### config.mk
export PLATFORM = sky130hd
export DESIGN_NAME = alu_ctrl_seq_flat
export DESIGN_NICKNAME = d
export VERILOG_FILES = /design/src/rtl/alu_ctrl_seq_if.sv /design/src/rtl/alu_ctrl_seq.sv /design/src/flat_wrapper.sv
export SDC_FILE = /design/constraint.sdc
export NUM_CORES = 1
export LEC_CHECK = 0
export BUFFER_PORTS_ARGS = -buffer_cell sky130_fd_sc_hd__clkbuf_2
export CAP_MARGIN = 20
export CORE_MARGIN = 8
export CORE_UTILIZATION = 60
export CTS_CLUSTER_SIZE = 8
export DETAILED_ROUTE_END_ITERATION = 10
export PLACE_DENSITY = 0.82
export SETUP_SLACK_MARGIN = 0.02
export SLEW_MARGIN = 25
export SYNTH_ARGS = -nofsm -noshare
export SYNTH_HDL_FRONTEND = slang
export SYNTH_SLANG_ARGS = --single-unit
### constraint.sdc
create_clock -name clk -period 5.8 [get_ports clk]
set_input_delay 0.29 -clock clk [delete_from_list [all_inputs] [get_ports clk]]
set_output_delay 0.29 -clock clk [all_outputs]
set_load 0.1 [all_outputs]
### src/rtl/alu_ctrl_seq_if.sv
// Opcode handshake bundle for alu_ctrl_seq.
// The master offers {acc_wr, opcode} with op_valid; the slave accepts with op_ready.
interface alu_ctrl_seq_if;
  logic       op_valid;
  logic       op_ready;
  logic [3:0] opcode;
  logic       acc_wr;

  modport master (output op_valid, output opcode, output acc_wr, input op_ready);
  modport slave  (input op_valid, input opcode, input acc_wr, output op_ready);
endinterface

### src/rtl/alu_ctrl_seq.sv
// alu_ctrl_seq: queued control sequencer for the 8-bit Power ALU.
// Opcodes are queued in a DEPTH-entry FIFO and issued through IDLE -> EXEC -> WB.
// EXEC holds the decoded ALU controls for EXEC_CYCLES cycles. WB holds them for one
// more cycle, pulses done and strobes the accumulator if the op asked for it.
// Optional feature: define ALU_CTRL_BYPASS_EN to let an op that arrives while the
// sequencer is idle and the queue is empty skip the FIFO and enter EXEC one edge earlier.
module alu_ctrl_seq #(
  parameter int DEPTH       = 4,
  parameter int EXEC_CYCLES = 1
) (
  input  logic                       clk,
  input  logic                       rst_n,
  alu_ctrl_seq_if.slave              op_if,
  output logic [3:0]                 compare_ctrl,
  output logic [1:0]                 andornot_ctrl,
  output logic                       addsub_ctrl,
  output logic [1:0]                 mux_ctrl,
  output logic                       accumulator_ctrl,
  output logic                       busy,
  output logic                       done,
  output logic [$clog2(DEPTH+1)-1:0] fifo_count
);
  localparam int PTR_W = $clog2(DEPTH);
  localparam int CNT_W = $clog2(DEPTH + 1);
  localparam int CYC_W = (EXEC_CYCLES > 1) ? $clog2(EXEC_CYCLES) : 1;
  // Packed control word {compare[3:0], andornot[1:0], addsub, mux[1:0]} with no-op defaults
  localparam logic [8:0] CTRL_IDLE = {4'b0000, 2'b11, 1'b0, 2'b00};

  typedef enum logic [1:0] {S_IDLE, S_EXEC, S_WB} state_t;

  // Map an opcode onto its control field; every other field stays at its default
  function automatic logic [8:0] f_decode(input logic [3:0] op);
    logic [8:0] v;
    v = CTRL_IDLE;
    case (op)
      4'b0000: v[8:5] = 4'b0010;
      4'b0001: v[8:5] = 4'b0011;
      4'b0100: v[8:5] = 4'b0100;
      4'b0101: v[8:5] = 4'b0101;
      4'b1001: v[8:5] = 4'b0110;
      4'b1010: v[8:5] = 4'b0111;
      4'b1011: v[8:5] = 4'b1100;
      4'b1100: v[8:5] = 4'b1101;
      4'b1101: v[8:5] = 4'b1110;
      4'b1110: v[8:5] = 4'b1111;
      4'b0010: v[1:0] = 2'b10;
      4'b0011: begin v[2] = 1'b1; v[1:0] = 2'b10; end
      4'b0110: begin v[4:3] = 2'b00; v[1:0] = 2'b01; end
      4'b0111: begin v[4:3] = 2'b11; v[1:0] = 2'b01; end
      4'b1000: begin v[4:3] = 2'b01; v[1:0] = 2'b01; end
      4'b1111: begin v[4:3] = 2'b10; v[1:0] = 2'b01; end
      default: ;
    endcase
    return v;
  endfunction

  logic [4:0]       r_mem [DEPTH];
  logic [PTR_W-1:0] r_wr_ptr, r_rd_ptr;
  logic [CNT_W-1:0] r_count;
  logic             r_op_ready;
  state_t           r_state;
  logic [CYC_W-1:0] r_cnt;
  logic [3:0]       r_op;
  logic             r_acc;
  logic [8:0]       r_ctrl;
  logic             r_accum, r_busy, r_done;

  state_t           w_state_next;
  logic [CYC_W-1:0] w_cnt_next;
  logic [3:0]       w_op_next;
  logic             w_acc_next;
  logic [8:0]       w_ctrl_next;
  logic             w_accum_next, w_done_next;
  logic             w_push, w_wr, w_pop, w_bypass;
  logic [4:0]       w_head;
  logic [CNT_W-1:0] w_count_next;

  assign w_push = op_if.op_valid && r_op_ready;
  assign w_wr   = w_push && !w_bypass;
  assign w_head = r_mem[r_rd_ptr];

  // Next-state, issue and registered-output decode for the sequencer
  always_comb begin
    w_state_next = r_state;
    w_cnt_next   = r_cnt;
    w_op_next    = r_op;
    w_acc_next   = r_acc;
    w_pop        = 1'b0;
    w_bypass     = 1'b0;
    case (r_state)
      S_IDLE: begin
        if (r_count != '0) begin
          w_pop        = 1'b1;
          w_op_next    = w_head[3:0];
          w_acc_next   = w_head[4];
          w_cnt_next   = '0;
          w_state_next = S_EXEC;
        end
`ifdef ALU_CTRL_BYPASS_EN
        else if (w_push) begin
          w_bypass     = 1'b1;
          w_op_next    = op_if.opcode;
          w_acc_next   = op_if.acc_wr;
          w_cnt_next   = '0;
          w_state_next = S_EXEC;
        end
`endif
      end
      S_EXEC: begin
        if (r_cnt == CYC_W'(EXEC_CYCLES - 1)) begin
          w_cnt_next   = '0;
          w_state_next = S_WB;
        end else begin
          w_cnt_next = r_cnt + 1'b1;
        end
      end
      S_WB: begin
        if (r_count != '0) begin
          w_pop        = 1'b1;
          w_op_next    = w_head[3:0];
          w_acc_next   = w_head[4];
          w_cnt_next   = '0;
          w_state_next = S_EXEC;
        end else begin
          w_state_next = S_IDLE;
        end
      end
      default: w_state_next = S_IDLE;
    endcase

    w_ctrl_next  = CTRL_IDLE;
    w_accum_next = 1'b0;
    w_done_next  = 1'b0;
    case (w_state_next)
      S_EXEC: w_ctrl_next = f_decode(w_op_next);
      S_WB: begin
        w_ctrl_next  = f_decode(w_op_next);
        w_accum_next = w_acc_next;
        w_done_next  = 1'b1;
      end
      default: ;
    endcase
  end

  // Occupancy after this edge's push and pop
  always_comb begin
    w_count_next = r_count;
    case ({w_wr, w_pop})
      2'b10:   w_count_next = r_count + 1'b1;
      2'b01:   w_count_next = r_count - 1'b1;
      default: ;
    endcase
  end

  // FIFO storage; no reset needed since only entries below the count are read
  always_ff @(posedge clk) begin
    if (w_wr) r_mem[r_wr_ptr] <= {op_if.acc_wr, op_if.opcode};
  end

  // FIFO pointers, count and registered ready
  always_ff @(posedge clk or negedge rst_n) begin
    if (!rst_n) begin
      r_wr_ptr   <= '0;
      r_rd_ptr   <= '0;
      r_count    <= '0;
      r_op_ready <= 1'b1;
    end else begin
      if (w_wr)  r_wr_ptr <= r_wr_ptr + 1'b1;
      if (w_pop) r_rd_ptr <= r_rd_ptr + 1'b1;
      r_count    <= w_count_next;
      r_op_ready <= (w_count_next < CNT_W'(DEPTH));
    end
  end

  // Sequencer state and registered control outputs
  always_ff @(posedge clk or negedge rst_n) begin
    if (!rst_n) begin
      r_state <= S_IDLE;
      r_cnt   <= '0;
      r_op    <= '0;
      r_acc   <= 1'b0;
      r_ctrl  <= CTRL_IDLE;
      r_accum <= 1'b0;
      r_busy  <= 1'b0;
      r_done  <= 1'b0;
    end else begin
      r_state <= w_state_next;
      r_cnt   <= w_cnt_next;
      r_op    <= w_op_next;
      r_acc   <= w_acc_next;
      r_ctrl  <= w_ctrl_next;
      r_accum <= w_accum_next;
      r_busy  <= (w_state_next != S_IDLE);
      r_done  <= w_done_next;
    end
  end

  assign op_if.op_ready   = r_op_ready;
  assign compare_ctrl     = r_ctrl[8:5];
  assign andornot_ctrl    = r_ctrl[4:3];
  assign addsub_ctrl      = r_ctrl[2];
  assign mux_ctrl         = r_ctrl[1:0];
  assign accumulator_ctrl = r_accum;
  assign busy             = r_busy;
  assign done             = r_done;
  assign fifo_count       = r_count;
endmodule

### src/flat_wrapper.sv
// flat-port wrapper written by rule: the top's interface ports become plain ports
module alu_ctrl_seq_flat 
#(
  parameter int DEPTH       = 4,
  parameter int EXEC_CYCLES = 1
)
  (clk, rst_n, compare_ctrl, andornot_ctrl, addsub_ctrl, mux_ctrl, accumulator_ctrl, busy, done, fifo_count, op_if_op_valid, op_if_opcode, op_if_acc_wr, op_if_op_ready);
  alu_ctrl_seq_if op_if_i ();
  input  logic clk;
  input  logic rst_n;
  output logic [3:0] compare_ctrl;
  output logic [1:0] andornot_ctrl;
  output logic addsub_ctrl;
  output logic [1:0] mux_ctrl;
  output logic accumulator_ctrl;
  output logic busy;
  output logic done;
  output logic [$clog2(DEPTH+1)-1:0] fifo_count;
  input wire logic [$bits(op_if_i.op_valid)-1:0] op_if_op_valid;
  input wire logic [$bits(op_if_i.opcode)-1:0] op_if_opcode;
  input wire logic [$bits(op_if_i.acc_wr)-1:0] op_if_acc_wr;
  output wire logic [$bits(op_if_i.op_ready)-1:0] op_if_op_ready;
  assign op_if_i.op_valid = op_if_op_valid;
  assign op_if_i.opcode = op_if_opcode;
  assign op_if_i.acc_wr = op_if_acc_wr;
  assign op_if_op_ready = op_if_i.op_ready;
  alu_ctrl_seq #(.DEPTH(DEPTH), .EXEC_CYCLES(EXEC_CYCLES)) u_core (.clk(clk), .rst_n(rst_n), .op_if(op_if_i), .compare_ctrl(compare_ctrl), .andornot_ctrl(andornot_ctrl), .addsub_ctrl(addsub_ctrl), .mux_ctrl(mux_ctrl), .accumulator_ctrl(accumulator_ctrl), .busy(busy), .done(done), .fifo_count(fifo_count));
endmodule
# After elaboration in Yosys (flattened, before gate mapping)
# Memory sizes are Yosys's and may differ from the RTL's.
# Cells that the tools add are included.
# Widths: inputs -> output; s select.
[word_totals]
regBits = 28
ram_bits = 20
in_bits = 8
output_inout_bits = 16
word_cells = 75
memories = 1
[mem_list]
columns = ["memory", "words", "word_bits", "rd", "rd_ports_with_merged_regs", "write_ports", "line_no", "text"]
rows = [
  ["u_core.r_mem", 4, 5, 1, 0, 1, "alu_ctrl_seq.sv:57", "logic [4:0] r_mem [DEPTH];"],
]
[op_classes]
add_sub_neg = 5
magnitude_cmp = 1
eq_ne = 22
mux = 23
reduce_logical = 11
[op_table]
columns = ["op", "n"]
rows = [
  ["$pmux 4 s10", 1],
  ["$eq 4x4->1 const B", 8],
  ["$eq 4x3->1 const B", 4],
  ["$mux 1", 12],
  ["$pmux 2 s3", 2],
  ["$mux 9", 1],
  ["$eq 4x2->1 const B", 2],
  ["$mux 4", 2],
  ["$eq 2x1->1 const B", 3],
  ["$eq 2x2->1 const B", 3],
  ["$pmux 3 s2", 1],
  ["$reduce_or 2->1", 3],
  ["$add 2x1->2 const B", 2],
  ["$eq 4x1->1 const B", 1],
  ["$logic_not 4->1", 1],
  ["$mux 2", 2],
  ["$pmux 2 s2", 1],
  ["$reduce_bool 2->1", 2],
  ["$reduce_or 4->1", 1],
  ["$add 3x1->3 const B", 1],
  ["$lt 3x3->1 const B", 1],
  ["$reduce_bool 3->1", 1],
  ["$sub 3x1->3 const B", 1],
  ["$logic_not 2->1", 1],
  ["5 further kinds", 5],
]

# Depth between registers and ports, before layout
[depth]
word_depth = 7
mapped_depth = 8
ltp_nobuf = 8

# Worst setup path after synthesis
# Ideal clock, no wire load.
[synth_path]
kind = "flip-flop to flip-flop"
startpoint = "reg u_core.r_count[0] (netlist: u_core.fifo_count[0])"
endpoint = "reg u_core.r_op_ready (netlist: u_core.op_if.op_ready)"
arrival_ns = 2.415
slack_ns = 3.304
path_stages_with_launch = 9
n_path_buf = 0
synth_period_minus_slack_ns = 2.496
path_cell_list = "dfrtp_1 -> nor3_2 -> nor2_4 -> ha_1 -> fa_1 -> xnor2_1 -> nor2_1 -> xor2_1 -> inv_1"
[synth_via]
elab_chain_len = 6
[synth_rtl]
columns = ["element", "line_no", "text"]
rows = [
  ["start, declared", "alu_ctrl_seq.sv:59", "logic [CNT_W-1:0] r_count;"],
  ["start signal, assigned", "alu_ctrl_seq.sv:170", "r_count <= w_count_next;"],
  ["$reduce_bool 3->1 *", "alu_ctrl_seq.sv:92, alu_ctrl_seq.sv:118", ""],
  ["$mux 1 *", "alu_ctrl_seq.sv:92, alu_ctrl_seq.sv:118", ""],
  ["$mux 1 *", "n/a", ""],
  ["via u_core.w_pop", "alu_ctrl_seq.sv:74", "logic w_push, w_wr, w_pop, w_bypass;"],
  ["$eq 2x1->1 or $eq 2x2->1 (tied branches)", "alu_ctrl_seq.sv:148", "case ({w_wr, w_pop})"],
  ["$pmux 3 s2 *", "alu_ctrl_seq.sv:148", ""],
  ["via u_core.w_count_next[2]", "alu_ctrl_seq.sv:76", "logic [CNT_W-1:0] w_count_next;"],
  ["$lt 3x3->1 *", "alu_ctrl_seq.sv:171", "r_op_ready <= (w_count_next < CNT_W'(DEPTH));"],
  ["end signal, assigned", "alu_ctrl_seq.sv:171", ""],
  ["end, declared", "alu_ctrl_seq.sv:60", "logic r_op_ready;"],
]
# The timed path passes the listed nets; every way through them passes the cells marked *.
# A chain may end at the register's enable or synchronous reset.

# Final worst setup path
[layout_path]
startpoint = "reg u_core.r_rd_ptr[0]"
endpoint = "reg u_core.r_ctrl[0]"
[layout_via]
elab_chain_len = 7
[layout_rtl]
columns = ["element", "line_no", "text"]
rows = [
  ["start, declared", "alu_ctrl_seq.sv:58", "logic [PTR_W-1:0] r_wr_ptr, r_rd_ptr;"],
  ["start signal, assigned", "alu_ctrl_seq.sv:169", "if (w_pop) r_rd_ptr <= r_rd_ptr + 1'b1;"],
  ["$mem_v2 4x5 *", "n/a", ""],
  ["$mux 4 *", "alu_ctrl_seq.sv:92, alu_ctrl_seq.sv:118", ""],
  ["$mux 4 *", "n/a", ""],
  ["$eq 4x3->1, or another cell as far along", "alu_ctrl_seq.sv:35", "case (op)"],
  ["$reduce_or 4->1 (no source line) or $reduce_or 2->1 (tied branches)", "n/a", ""],
  ["$pmux 2 s2 *", "alu_ctrl_seq.sv:35", ""],
  ["$mux 9 *", "n/a", ""],
  ["via u_core.w_ctrl_next[0]", "alu_ctrl_seq.sv:72", "logic [8:0] w_ctrl_next;"],
  ["end signal, assigned", "alu_ctrl_seq.sv:191", "r_ctrl <= w_ctrl_next;"],
  ["end, declared", "alu_ctrl_seq.sv:65", "logic [8:0] r_ctrl;"],
]
# Marks and branches as above.

==> impl_metrics.ini <==
[floorplanning]
die_w_um = 72.2
io_pins = 24
dieHeight_um = 72.2
rows = 20
core_area_um2 = 3030
die_area_um2 = 5220
initial_core_util = 0.627

[layout]
fin_nets = 163
drive_above_1_share = 0.313
syn_to_final_growth_pct = 10.5
final_cells = 194
layout_common_cells = 23 x clkbuf_2, 23 x dfrtp_1, 20 x edfxtp_1
diodes = 0

[critical_path]
critPathCaptureType = register
cp_data_required_time_ps = 6070
arrival_ps = 2480
cp-start-kind = register
slowest_delay_ps = 570
cp_slowest_cell = dfrtp_1
cp_cell_sequence = mux4_2 -> nand3_1 -> nand2_1 -> or4_1 -> a21oi_1
path_class = register to register
path_max_fanout = 11

[global_routing]
grt_overflow = 0
grt_pass1_wl_mm = 4.95
grt_use_total = 0.126
grt_max_degree = 27
antenna_found_initial = 0
grt_pass1_vias = 1078

[sta]
period_minus_slack_ps = 2210
hold_ws_ps = 165
timing.fmax_ghz = 0.452
finalSetupViolations = 0
rsz0062_at_grt = no
finClkSkew_ps = 13.9
hold_viol_final = 0
worst_slew_pin_slew_ps = 620
tns_ps = 0
fin_crit_sh = 0.382
relSlewSlack = 0.586
slew_viol_final = 0

[cts]
cts_max_path_buffers = 2
clkSinkCount = 46
root_buffer = clkbuf_4
cts_tree = yes
clk_pin_slew_ps = 120
clk-insertion-delay-late_ps = 340
cts_buffers = 5
cts_max_level = 2
cts_setup_buffers = 0

[synth]
synth.area.top_cells = edfxtp_1 32%, dfrtp_1 30%, mux4_2 5.9%
syn_nets = 137
synth-edff-count = 20
async_reset_ff_frac = 0.565
netlist_area_um2 = 1900
synthCells = 123
syn_avg_cell_area_um2 = 15.4
synth_area_leader_cell = edfxtp_1
synth_flop_cell = dfrtp_1
yosys_warnings = 0
synth_top_area_share = 0.316
synth_cell_types = 40
ys_ff_latch = 46
ys_seq_area_frac = 0.661

[routing]
met3_length_um = 138
top_layer = met4
drcViolationCount = 0
first_pass_iters = 4
ant_nets = 0
drt_iter0_drc = 76
wl_met2_mm = 1.54
vias_per_cell = 5.25
wire_per_inst_um = 15.4
vias = 1019
routed_wl_mm = 3.00
met1_length_mm = 1.28

[place]
place.port_buffers = 23
gp_congestion = 0.817
dpl.cell_count = 185
dp_hpwl_mm = 2.27

[hold_path]
hp-class = input port to register

[run_status]
outcome = finished, final reports clean

[flow_run]
cap_violations = 0
## synth_stat cells (2+ instances only)
library cell and count:
dfrtp_1 23, edfxtp_1 20, and3_1 5, ha_1 5, mux4_2 5, nor2_1 5
xnor2_1 5, inv_1 4, mux2_2 4, nand2_1 4, buf_2 3, dfstp_2 3
o21ai_1 3, xor2_1 3, a21oi_1 2, inv_2 2, nand3_1 2, nand4_1 2
nor3_1 2
## worst paths after layout
path,cells after the start,slack [ps],end,start
hold / removal,1,160,u_core.r_mem[3][4],op_if_acc_wr
hold reg to reg,1,470,u_core.r_state[1],u_core.r_state[1]
min in group asynchronous,2,480,u_core.r_rd_ptr[1],rst_n
setup reg to reg,5,3590,u_core.r_ctrl[0],u_core.r_rd_ptr[0]
max in group asynchronous,2,4900,u_core.r_wr_ptr[1],rst_n
setup / recovery,5,3590,u_core.r_ctrl[0],u_core.r_rd_ptr[0]
## sequential cells by signal, summed over array words and instances, names as in the netlist
| name | cells |
|---|---|
| u_core.r_mem | 20 |
| u_core.r_ctrl | 9 |
| u_core.r_op | 4 |
| u_core.fifo_count | 3 |
| u_core.r_rd_ptr | 2 |
| u_core.r_state | 2 |
| u_core.r_wr_ptr | 2 |
| u_core.accumulator_ctrl | 1 |
| u_core.busy | 1 |
| u_core.op_if.op_ready | 1 |
| u_core.r_acc | 1 |
## layer usage
layer  vias to the layer above  track usage
li1                        503            -
met1                       489        0.144
met2                        22        0.209
met3                         5       0.0399
met4                         0       0.0635
met5                         -            0
## layout make-up
class | count | area [um2]
well taps | 44 | 55.1
clock buffers | 8 | 48.8
repair buffers | 24 | 125
inverters | 6 | 22.5
multi-input cells | 66 | 591
flip-flops and latches | 46 | 1250
fillers | 203 | 931
## cells by family (layout without fill, tap and decap cells)
| kind of cell | count (synthesis) | in the layout | synth area share |
|---|---|---|---|
| simple gates | 30 | 30 | 0.0949 |
| mux | 10 | 10 | 0.0949 |
| buf+inv | 11 | 38 | 0.0277 |
| flops | 46 | 46 | 0.661 |
| fa+ha+maj | 6 | 6 | 0.0435 |
| xor+xnor | 8 | 8 | 0.0369 |
| compound gates | 12 | 12 | 0.0409 |
## worst max-delay path, delay by kind of cell (launching register included)
kind               cells  cell delay [ps]
AOI/OAI and AO/OA      1              130
and+or+nand+nor        3              870
DFF                    1              570
muxes                  1              560
## metrics by stage
stage / worst slack [ps] / area [um2] / util
after CTS: 3570 / 2100 / 0.693
after global routing: 3430 / 2100 / 0.693
after floorplan: 3300 / 1900 / -
after global placement: 3660 / 2040 / 0.673
final: 3590 / 2100 / 0.693
after detailed placement: 3600 / 2040 / 0.673
## timing repair
item,CTS,global route
gates resized for setup,0,0
hold buffers,1,0
hold endpoints to repair,23,0
Power is not shown: default switching activity piles up to over one toggle a cycle in this logic, so the estimate is an artifact.
